`src/rtl/bt_cmd_ctrl.sv`:
```
`default_nettype none
// ============================================================================
// Module   : bt_cmd_ctrl
// Purpose  : Frames 4-byte UART command packets (hdr, op, arg, sum), validates
//            them and queues accepted commands for a valid/ready consumer.
//            Optional inter-byte timeout: define BT_CMD_TIMEOUT_EN.
// Revision : 1.0 - initial release
// ============================================================================
module bt_cmd_ctrl #(
  parameter int         TIMEOUT = 2000000,
  parameter int         FIFO_AW = 2,
  parameter logic [7:0] HEADER  = 8'hA5
) (
  input  logic       clk,
  input  logic       rst,
  input  logic [7:0] rx_data,
  input  logic       rx_valid,
  output logic       cmd_valid,
  output logic [7:0] cmd_op,
  output logic [7:0] cmd_arg,
  input  logic       cmd_ready,
  output logic       err,
  output logic [1:0] err_code,
  output logic       busy
);

  localparam int         C_DEPTH     = 1 << FIFO_AW;
  localparam logic [1:0] C_ERR_SUM   = 2'd1;
  localparam logic [1:0] C_ERR_TO    = 2'd2;
  localparam logic [1:0] C_ERR_OVF   = 2'd3;

  typedef enum logic [1:0] {
    S_IDLE = 2'd0,
    S_OP   = 2'd1,
    S_ARG  = 2'd2,
    S_SUM  = 2'd3
  } state_t;

  state_t             r_state;
  state_t             w_state_nxt;
  logic [7:0]         r_op;
  logic [7:0]         r_arg;
  logic [7:0]         w_sum;
  logic               w_sum_ok;
  logic               w_sum_bad;
  logic               w_timeout;

  logic               r_push_pend;
  logic [15:0]        r_push_data;
  logic [15:0]        r_mem [C_DEPTH];
  logic [FIFO_AW-1:0] r_wr_ptr;
  logic [FIFO_AW-1:0] r_rd_ptr;
  logic [FIFO_AW:0]   r_count;
  logic               w_pop;
  logic               w_full;
  logic               w_do_push;
  logic               w_ovf;

  logic               r_err;
  logic [1:0]         r_err_code;

  assign w_sum = HEADER + r_op + r_arg;

  always_comb begin
    w_state_nxt = r_state;
    w_sum_ok    = 1'b0;
    w_sum_bad   = 1'b0;
    if (rx_valid) begin
      case (r_state)
        S_IDLE:  if (rx_data == HEADER) w_state_nxt = S_OP;
        S_OP:    w_state_nxt = S_ARG;
        S_ARG:   w_state_nxt = S_SUM;
        S_SUM: begin
          w_state_nxt = S_IDLE;
          if (rx_data == w_sum) w_sum_ok  = 1'b1;
          else                  w_sum_bad = 1'b1;
        end
        default: w_state_nxt = S_IDLE;
      endcase
    end else if (w_timeout) begin
      w_state_nxt = S_IDLE;
    end
  end

  always_ff @(posedge clk) begin
    if (rst) begin
      r_state     <= S_IDLE;
      r_op        <= 8'd0;
      r_arg       <= 8'd0;
      r_push_pend <= 1'b0;
      r_push_data <= 16'd0;
    end else begin
      r_state     <= w_state_nxt;
      if (rx_valid && (r_state == S_OP))  r_op  <= rx_data;
      if (rx_valid && (r_state == S_ARG)) r_arg <= rx_data;
      // FIFO write is deferred one edge so the checksum compare stays off the write path
      r_push_pend <= w_sum_ok;
      r_push_data <= {r_op, r_arg};
    end
  end

`ifdef BT_CMD_TIMEOUT_EN
  localparam int            C_TW      = (TIMEOUT > 1) ? $clog2(TIMEOUT) : 1;
  localparam logic [C_TW-1:0] C_TO_LAST = C_TW'(TIMEOUT - 1);

  logic [C_TW-1:0] r_idle_cnt;

  assign w_timeout = (r_state != S_IDLE) && !rx_valid && (r_idle_cnt == C_TO_LAST);

  always_ff @(posedge clk) begin
    if (rst || rx_valid || w_timeout || (r_state == S_IDLE)) begin
      r_idle_cnt <= '0;
    end else begin
      r_idle_cnt <= r_idle_cnt + 1'b1;
    end
  end
`else
  // Parser waits forever; TIMEOUT has no effect in this build.
  assign w_timeout = (TIMEOUT < 0);
`endif

  assign w_pop     = (r_count != '0) && cmd_ready;
  assign w_full    = (r_count == C_DEPTH[FIFO_AW:0]);
  assign w_do_push = r_push_pend && (!w_full || w_pop);
  assign w_ovf     = r_push_pend && w_full && !w_pop;

  always_ff @(posedge clk) begin
    if (rst) begin
      r_wr_ptr <= '0;
      r_rd_ptr <= '0;
      r_count  <= '0;
      for (int i = 0; i < C_DEPTH; i++) begin
        r_mem[i] <= 16'd0;
      end
    end else begin
      if (w_do_push) begin
        r_mem[r_wr_ptr] <= r_push_data;
        r_wr_ptr        <= r_wr_ptr + 1'b1;
      end
      if (w_pop) begin
        r_rd_ptr <= r_rd_ptr + 1'b1;
      end
      case ({w_do_push, w_pop})
        2'b10:   r_count <= r_count + 1'b1;
        2'b01:   r_count <= r_count - 1'b1;
        default: r_count <= r_count;
      endcase
    end
  end

  always_ff @(posedge clk) begin
    if (rst) begin
      r_err      <= 1'b0;
      r_err_code <= 2'd0;
    end else begin
      r_err <= w_sum_bad | w_ovf | w_timeout;
      if (w_ovf)           r_err_code <= C_ERR_OVF;
      else if (w_sum_bad)  r_err_code <= C_ERR_SUM;
      else if (w_timeout)  r_err_code <= C_ERR_TO;
    end
  end

  assign cmd_valid = (r_count != '0);
  assign cmd_op    = r_mem[r_rd_ptr][15:8];
  assign cmd_arg   = r_mem[r_rd_ptr][7:0];
  assign err       = r_err;
  assign err_code  = r_err_code;
  assign busy      = (r_state != S_IDLE);

endmodule
`default_nettype wire

```
`config.mk`:
```
export PLATFORM = sky130hd
export DESIGN_NAME = bt_cmd_ctrl
export DESIGN_NICKNAME = d
export VERILOG_FILES = /design/src/rtl/bt_cmd_ctrl.sv
export SDC_FILE = /design/constraint.sdc
export NUM_CORES = 1
export LEC_CHECK = 0
export BUFFER_PORTS_ARGS = -buffer_cell sky130_fd_sc_hd__buf_4
export CORE_UTILIZATION = 53
export CTS_BUF_LIST = sky130_fd_sc_hd__clkbuf_4
export DETAILED_ROUTE_END_ITERATION = 10
export GPL_TIMING_DRIVEN = 0
export PLACE_DENSITY_LB_ADDON = 0.12
export SLEW_MARGIN = 20
export SYNTH_ARGS = -nofsm -noshare
export SYNTH_HDL_FRONTEND = slang
export SYNTH_SLANG_ARGS = --single-unit
```
`constraint.sdc`:
```
create_clock -name clk -period 3.5 [get_ports clk]
set_input_delay 0.525 -clock clk [delete_from_list [all_inputs] [get_ports clk]]
set_output_delay 0.525 -clock clk [all_outputs]
set_load 0.01 [all_outputs]
```
==> impl_metrics.toml, run 1 <==
[run_status]
run_status = "finished with violations"
violations = "DRC"

[synthesis]
synth_compound_area_share_pct = 5.16
ys_seq_area_share_pct = 58.7
synth-edff-count = 64
synth_xor_area_share_pct = 3.39
syn_area_mm2 = 0.00488
synth_top_cell_by_area = "edfxtp_1"
synth_commonest_cells = "edfxtp_1, nor2_1, dfxtp_1, nand2_1, inv_1"
synth.avg_cell_area_um2 = 11.6
synth_fa_ha_area_share_pct = 5.18
synthMuxAreaShare_pct = 7.80
syn_inst = 419
synth_nets = 450
synth_most_common_cell = "edfxtp_1"
synth_cell_types = 43
ys_warn_count = 0
ys.flop_type = "edfxtp_1"
synth_top_family_by_area = "simple AND/OR/NAND/NOR gates"
synth-simple-area-share_pct = 15.5
ys_seq_elements = 111
async_flop_share_pct = 0
yosysTopAreaCellShare_pct = 39.4
synth.area.top_cells = "edfxtp_1, dfxtp_1, mux4_2"

[global_routing]
overflow = 0
track_usage_pct = 20.5
grt_pass1_wl_mm = 14.9
grt_max_degree = 19
grt_pass1_vias = 3024
antenna_found_initial = 0

[power]
p_seq_share_pct = 60.4
p_int_mw = 1.80
leakagePower_nw = 2.11
ir_drop_uv = 205
switching_share_pct = 24.3
power_frac_clock_pct = 26.9
power_switching_mw = 0.577
cellPowerDensity_mw_per_mm2 = 438
power_frac_comb_pct = 12.7

[floorplan]
placementRows = 34
core_mm2 = 0.00881
die_w_um = 97.9
fp.dieH_um = 97.9
start_util_pct = 55.4
dieArea_mm2 = 0.00959
io_pins = 33

[timing]
rsz0062_at_grt = "false"
maxSlewViolCount = 0
hold_slack_ns = 0.342
finalHoldViolations = 0
min_period_ns = 3.16
finalSetupTns_ns = 0
fin_crit_sh_pct = 90.2
worst_pin_slew_ns = 0.910
finClkSkew_ns = 0.0329
max_slew_margin_pct = 38.9
setup_violations = 0
fmax_ghz = 0.317

[job]
cap_viol_max_count = 0

[final_layout]
multi_input_area_mm2 = 0.00182
diodes = 0
num-fill-cells = 742
final_util_pct = 61.6
nets = 494
drive_gt1_share_pct = 16.7
regArea_mm2 = 0.00286
syn_to_final_growth_pct = 11.3

[worst_setup_path]
r2r-end = "err"
r2r_cells = 8
cp_max_fo = 4
cp-start-kind = "flip-flop"
end_kind = "flip-flop"
worstReg2RegStart = "r_arg[1]"
reg2reg_slack_ns = 0.34
required_ns = 3.84
arrival_ns = 3.50
path_class = "flip-flop to flip-flop"

[cts]
cts_tree = "done"
postCtsSetupRepairBufs = 0
cts_hold_buf = 0
htreeDepth = 3
cts_resized = 0
worst_skew_pair.late_latency_ns = 0.44
root_buffer = "clkbuf_4"
cts_made_buffers = 9
clk_pin_slew_worst_paths_ns = 0.18
cts_num_sinks = 111
cts_buffer_depth = 2

[detailed_routing]
wl_met3_um = 278
num_vias = 3037
wl_met2_mm = 4.48
avgViaCountPerCell = 5.27
m1WireLength_mm = 4.15
drt_iter0_markers = 79
top_layer_used = "met4"
totalWireLength_mm = 9.08
post_drt_wl_per_cell_um = 15.8
drtPass1Iterations = 7
drc = 4
antenna_left = 0

[worst_hold_path]
min_path_cells = 3
hold_path_end = "r_arg[0]"
hp-class = "input port to flip-flop"
hp-start = "rx_data[0]"

[placed_design]
dp_hpwl_mm = 6.52
gp_congestion = 0.893
port_buffers = 31
## sequential cells by signal (all words and copies together), names as in the netlist, named ones only
name,cells
err,1
err_code,2
r_arg,8
r_count,3
r_mem,64
r_op,8
r_push_data,16
r_push_pend,1
r_rd_ptr,2
r_state,2
r_wr_ptr,2
## logic make-up (layout without fill, tap and decap cells)
family,Yosys count,after routing
compound gates,40,40
simple gates,158,158
buf+inv,55,104
xor+xnor,18,18
fa+ha+maj,19,19
flops,111,111
mux,18,18
## metrics by stage
stage / instance area, um^2 / instances / worst slack, ns / power (mW)
2_1_floorplan: 4880 / 419 / 0.587 / 1.66
3_3_place_gp: 5250 / 558 / 0.422 / 1.76
3_5_place_dp: 5280 / 560 / 0.393 / 1.77
4_1_cts: 5430 / 576 / 0.163 / 2.39
5_1_grt: 5430 / 576 / 0.272 / 2.46
6_report: 5430 / 576 / 0.343 / 2.38
## how the worst max path moves through the flow
stage | startpoint | endpoint | slack, ns | cells past startpoint
final | r_arg[1] | err | 0.34 | 8
after global routing | r_op[1] | err | 0.27 | 8
after CTS | flip-flop | cmd_op[4] | 0.16 | 4
after detailed placement | r_op[1] | err_code[0] | 0.39 | 8
after global placement | r_op[1] | err | 0.42 | 8
after floorplan | r_op[1] | err | 0.59 | 8
## power by group through the flow
stage / clock (mW) / combinational (mW) / sequential [mW]
global placement: 0 / 0.297 / 1.46
floorplan: 0 / 0.198 / 1.46
finish: 0.639 / 0.301 / 1.44
CTS: 0.649 / 0.306 / 1.44
global route: 0.694 / 0.327 / 1.44
detailed placement: 0 / 0.306 / 1.46
## critical path, stage by stage, from the launching register on
cell and delay (ns):
dfxtp_1 0.42, ha_1 0.25, ha_1 0.23, fa_1 0.47, xnor2_1 0.19, nand3_1 0.09, or4_1 0.53, or4b_4 0.58
o31a_1 0.30
## cells in the final DEF, fill, tap and decap left out, types with 3 or more instances in the layout
cell type | netlist | final
nor2b_1 | 11 | 11
edfxtp_1 | 64 | 64
xnor2_1 | 12 | 12
nand2b_1 | 3 | 3
nand3_1 | 20 | 20
nor2_1 | 51 | 51
nand2_1 | 41 | 41
xor2_1 | 5 | 5
and2_1 | 17 | 17
inv_1 | 35 | 35
clkbuf_4 | 0 | 10
mux4_2 | 16 | 16
dfxtp_1 | 47 | 47
ha_1 | 17 | 17
a21oi_1 | 23 | 23
clkbuf_1 | 16 | 16
buf_4 | 0 | 31
## per-layer routing
layer  up-vias  global-route usage [%]
met5         -                       0
met4         0                    7.81
met3        14                    3.65
met2        56                    35.8
met1      1441                    25.4
li1       1526                       -
## layout make-up
type | instances | area share, %
inverter | 35 | 2.42
multi-input combinational | 253 | 33.5
clock inverter | 6 | 1.27
timing repair buffer | 33 | 4.70
clock buffer | 10 | 1.38
tap | 108 | 2.49
sequential | 111 | 52.8
buffer | 20 | 1.43
No activity file was read; power rests on OpenSTA's default activity.
==> run 2: changes to the inputs <==
--- a/config.mk
+++ b/config.mk
@@ -6,7 +6,7 @@
 export NUM_CORES = 1
 export LEC_CHECK = 0
 export BUFFER_PORTS_ARGS = -buffer_cell sky130_fd_sc_hd__buf_4
-export CORE_UTILIZATION = 53
+export CORE_UTILIZATION = 51
 export CTS_BUF_LIST = sky130_fd_sc_hd__clkbuf_4
 export DETAILED_ROUTE_END_ITERATION = 10
 export GPL_TIMING_DRIVEN = 0
==> impl_metrics.toml, run 2 (synthesis results as in run 1) <==
[cts]
cts_num_sinks = 111
worst_skew_pair.late_latency_ns = 0.45
cts_tree = "done"
htreeDepth = 3
cts_hold_buf = 0
cts_buffer_depth = 2
root_buffer = "clkbuf_4"
clk_pin_slew_worst_paths_ns = 0.17
cts_made_buffers = 9

[detailed_routing]
antenna_left = 0
drtPass1Iterations = 6
avgViaCountPerCell = 5.09
drc = 0
totalWireLength_mm = 9.24
drt_iter0_markers = 101
post_drt_wl_per_cell_um = 15.5
num_vias = 3041

[power]
ir_drop_uv = 193
leakagePower_nw = 2.12
cellPowerDensity_mw_per_mm2 = 447

[worst_hold_path]
hp-class = "input port to flip-flop"
hp-start = "rx_data[1]"
hold_path_end = "r_arg[1]"
min_path_cells = 3

[timing]
finClkSkew_ns = 0.0187
min_period_ns = 3.08
finalSetupTns_ns = 0
maxSlewViolCount = 0
max_slew_margin_pct = 48.2
setup_violations = 0
fmax_ghz = 0.324
worst_pin_slew_ns = 0.771
fin_crit_sh_pct = 88.1
finalHoldViolations = 0
rsz0062_at_grt = "false"

[global_routing]
grt_pass1_wl_mm = 15.7
overflow = 0
grt_pass1_vias = 3114
grt_max_degree = 19
antenna_found_initial = 0
track_usage_pct = 20.9

[floorplan]
core_mm2 = 0.00924
dieArea_mm2 = 0.00996
die_w_um = 99.8
io_pins = 33
start_util_pct = 52.8
fp.dieH_um = 99.8
placementRows = 35

[placed_design]
dp_hpwl_mm = 6.69
dp_cells = 581
port_buffers = 31
gp_congestion = 0.861
place_area_mm2 = 0.00532

[worst_setup_path]
r2r-end = "err"
cp_max_fo = 4
end_kind = "flip-flop"
arrival_ns = 3.45
worstReg2RegStart = "r_arg[1]"
r2r_cells = 8
required_ns = 3.86
reg2reg_slack_ns = 0.42
path_class = "flip-flop to flip-flop"
cp-start-kind = "flip-flop"

[final_layout]
final_cells = 597
top_register = "r_mem"
top_regs = "r_mem x64, r_push_data x16"
mostFrequentLayoutCell = "edfxtp_1"
layout_common_cells = "edfxtp_1, nor2_1, dfxtp_1"
drive_gt1_share_pct = 16.2
stdcell_area_mm2 = 0.00548
nets = 494
syn_to_final_growth_pct = 12.4
largest_reg_flops = 64
diodes = 0

[job]
cap_viol_max_count = 0

[run_status]
run_status = "finished clean"
-- run 2: critical path, cell delays in order, from the launching register on --
cell and delay, ns:
dfxtp_1 0.42, ha_1 0.25, ha_1 0.23, fa_1 0.51
xnor2_1 0.12, nand3_1 0.09, or4_1 0.52, or4b_4 0.57
o31a_1 0.30
-- run 2: power by group --
group / total (mW) / leakage, nW / internal, mW / switching, mW
Combinational: 0.302 / 1.00 / 0.153 / 0.150
Sequential: 1.43 / 1.03 / 1.42 / 0.0179
Clock: 0.711 / 0.0871 / 0.293 / 0.418
Total: 2.45 / 2.12 / 1.86 / 0.585
-- run 2: area by class of cell --
class / instances / area [um^2]
plain buffers: 20 / 77.6
clock buffers: 9 / 67.6
repair buffers: 33 / 263
clock inverters: 7 / 96.3
inverters: 35 / 131
well taps: 129 / 161
flip-flops and latches: 111 / 2860
fillers: 775 / 3760
multi-input cells: 253 / 1820
-- run 2: through the flow --
step	hold WS, ns	setup WS (ns)	power, mW	utilization, %
2_1_floorplan	0.434	0.587	1.66	-
3_3_place_gp	0.444	0.423	1.76	57.0
3_5_place_dp	0.446	0.442	1.77	57.5
4_1_cts	0.325	0.0896	2.46	59.3
5_1_grt	0.325	0.252	2.55	59.3
6_report	0.342	0.416	2.45	59.3
-- run 2: repair_timing --
action                                 4_1_cts  5_1_grt
setup endpoints to repair                    0       10
buffers inserted                             0        0
endpoints found under the hold margin        0        0
resized for setup                            0        2
-- run 2: worst max path at each step --
stage,end,slack (ns),cells after the start,startpoint
2_1_floorplan,err,0.59,8,r_op[1]
3_3_place_gp,err_code[0],0.42,8,r_arg[1]
3_5_place_dp,err,0.44,8,r_arg[1]
4_1_cts,cmd_op[4],0.09,4,flip-flop
5_1_grt,cmd_op[4],0.25,4,flip-flop
6_report,err,0.42,8,r_arg[1]
-- run 2: metal layers --
metal | wire, um | GRT usage, % | up-vias
met5 | 0 | 0 | -
met4 | 165 | 7.81 | 0
met3 | 220 | 2.92 | 12
met2 | 4510 | 35.5 | 49
met1 | 4340 | 27.5 | 1449
li1 | - | - | 1531
==> run 3: changes to the inputs <==
--- a/config.mk
+++ b/config.mk
@@ -6,7 +6,7 @@
 export NUM_CORES = 1
 export LEC_CHECK = 0
 export BUFFER_PORTS_ARGS = -buffer_cell sky130_fd_sc_hd__buf_4
-export CORE_UTILIZATION = 51
+export CORE_UTILIZATION = 39
 export CTS_BUF_LIST = sky130_fd_sc_hd__clkbuf_4
 export DETAILED_ROUTE_END_ITERATION = 10
 export GPL_TIMING_DRIVEN = 0
==> impl_metrics.toml, run 3 (synthesis results as in run 1) <==
[detailed_routing]
drtPass1Iterations = 4
num_vias = 3075
totalWireLength_mm = 9.60
post_drt_wl_per_cell_um = 15.1
drc = 0
avgViaCountPerCell = 4.83
drt_iter0_markers = 139
antenna_left = 0

[timing]
worst_pin_slew_ns = 0.847
maxSlewViolCount = 0
max_slew_margin_pct = 43.1
min_period_ns = 3.07
finalHoldViolations = 0
rsz0062_at_grt = "false"
finalSetupTns_ns = 0
fin_crit_sh_pct = 87.7
fmax_ghz = 0.326
setup_violations = 0
finClkSkew_ns = 0.0167

[placed_design]
port_buffers = 31
dp_hpwl_mm = 6.95
gp_congestion = 0.794

[cts]
postCtsSetupRepairBufs = 0
cts_buffer_depth = 2
cts_resized = 0
htreeDepth = 3
cts_made_buffers = 9
root_buffer = "clkbuf_4"
worst_skew_pair.late_latency_ns = 0.47
cts_num_sinks = 111
clk_pin_slew_worst_paths_ns = 0.16
cts_hold_buf = 0
cts_tree = "done"

[global_routing]
grt_pass1_wl_mm = 15.7
grt_pass1_vias = 2970
grt_use_met2_pct = 26.5
overflow = 0
track_usage_pct = 16.3
grt.met3_usage_pct = 2.44
busiest_layer = "met2"
grtUsageMet1_pct = 21.6
grt_max_degree = 17
antenna_found_initial = 0

[floorplan]
dieArea_mm2 = 0.0130
placementRows = 40
fp.dieH_um = 114
io_pins = 33
start_util_pct = 40.3
die_w_um = 114
core_mm2 = 0.0121

[worst_setup_path]
critPathSlowestCell = "or4b_4"
arrival_ns = 3.45
cp.buffers_inverters = 0
cp_max_fo = 4
critPathTopFamily = "simple AND/OR/NAND/NOR gates"
cp-start-kind = "flip-flop"
crit_chain = "ha_1, ha_1, fa_1, xnor2_1, nand3_1, or4_1, or4b_4, o31a_1"
required_ns = 3.88
path_class = "flip-flop to flip-flop"
end_kind = "flip-flop"
cp_common_cell = "ha_1"
cpPeakStageDelay_ns = 0.57

[final_layout]
final_util_pct = 45.4
mostFrequentLayoutCell = "edfxtp_1"
largest_reg_flops = 64
top_regs = "r_mem x64, r_push_data x16"
top_register = "r_mem"
num-fill-cells = 1176
nets = 494
multi_input_area_mm2 = 0.00182
regArea_mm2 = 0.00286
syn_to_final_growth_pct = 12.6
diodes = 0
layout_common_cells = "edfxtp_1, nor2_1, dfxtp_1"
drive_gt1_share_pct = 16.5

[worst_hold_path]
hp-class = "input port to flip-flop"

[power]
ir_drop_uv = 173
leakagePower_nw = 2.10
cellPowerDensity_mw_per_mm2 = 433

[run_status]
run_status = "finished clean"

[job]
cap_viol_max_count = 0
run 3: worst reg2reg max path: stages (launching register included):
cell and delay (ns):
dfxtp_1 0.36, ha_1 0.29, ha_1 0.23, fa_1 0.51
xnor2_1 0.11, nand3_1 0.09, or4_1 0.53, or4b_4 0.57
o31a_1 0.30
run 3: layout make-up:
| class | count | area share (%) |
|---|---|---|
| Buffer | 20 | 1.41 |
| Multi-Input combinational cell | 253 | 33.1 |
| Tap cell | 168 | 3.83 |
| Sequential cell | 111 | 52.1 |
| Clock buffer | 12 | 1.64 |
| Inverter | 35 | 2.39 |
| Clock inverter | 4 | 0.843 |
| Timing Repair Buffer | 33 | 4.65 |
run 3: worst paths after layout:
check,slack (ns),startpoint,cells after the start,to
setup / recovery,0.43,r_op[1],8,err
hold / removal,0.34,rx_data[0],3,r_arg[0]
setup reg to reg,0.43,r_op[1],8,err
hold reg to reg,0.47,r_op[0],2,r_op[0]
run 3: per-layer routing:
layer	vias to the layer above	share of wire, %
met5	-	0
met3	16	4.2
met1	1455	47
met4	0	2.3
met2	75	47
li1	1529	-
run 3: power by group:
group | switching [mW] | total, mW | internal [mW]
Combinational | 0.154 | 0.307 | 0.152
Clock | 0.399 | 0.639 | 0.240
Sequential | 0.0181 | 1.43 | 1.42
run 3: per-stage QoR:
stage	power, mW	hold slack [ns]	cell area (um^2)	std cells	setup slack [ns]
6_report	2.38	0.335	5490	636	0.429
4_1_cts	2.40	0.296	5490	636	0.0352
5_1_grt	2.48	0.308	5490	636	0.234
3_5_place_dp	1.77	0.448	5360	620	0.416
2_1_floorplan	1.66	0.434	4880	419	0.587
3_3_place_gp	1.76	0.446	5320	618	0.406
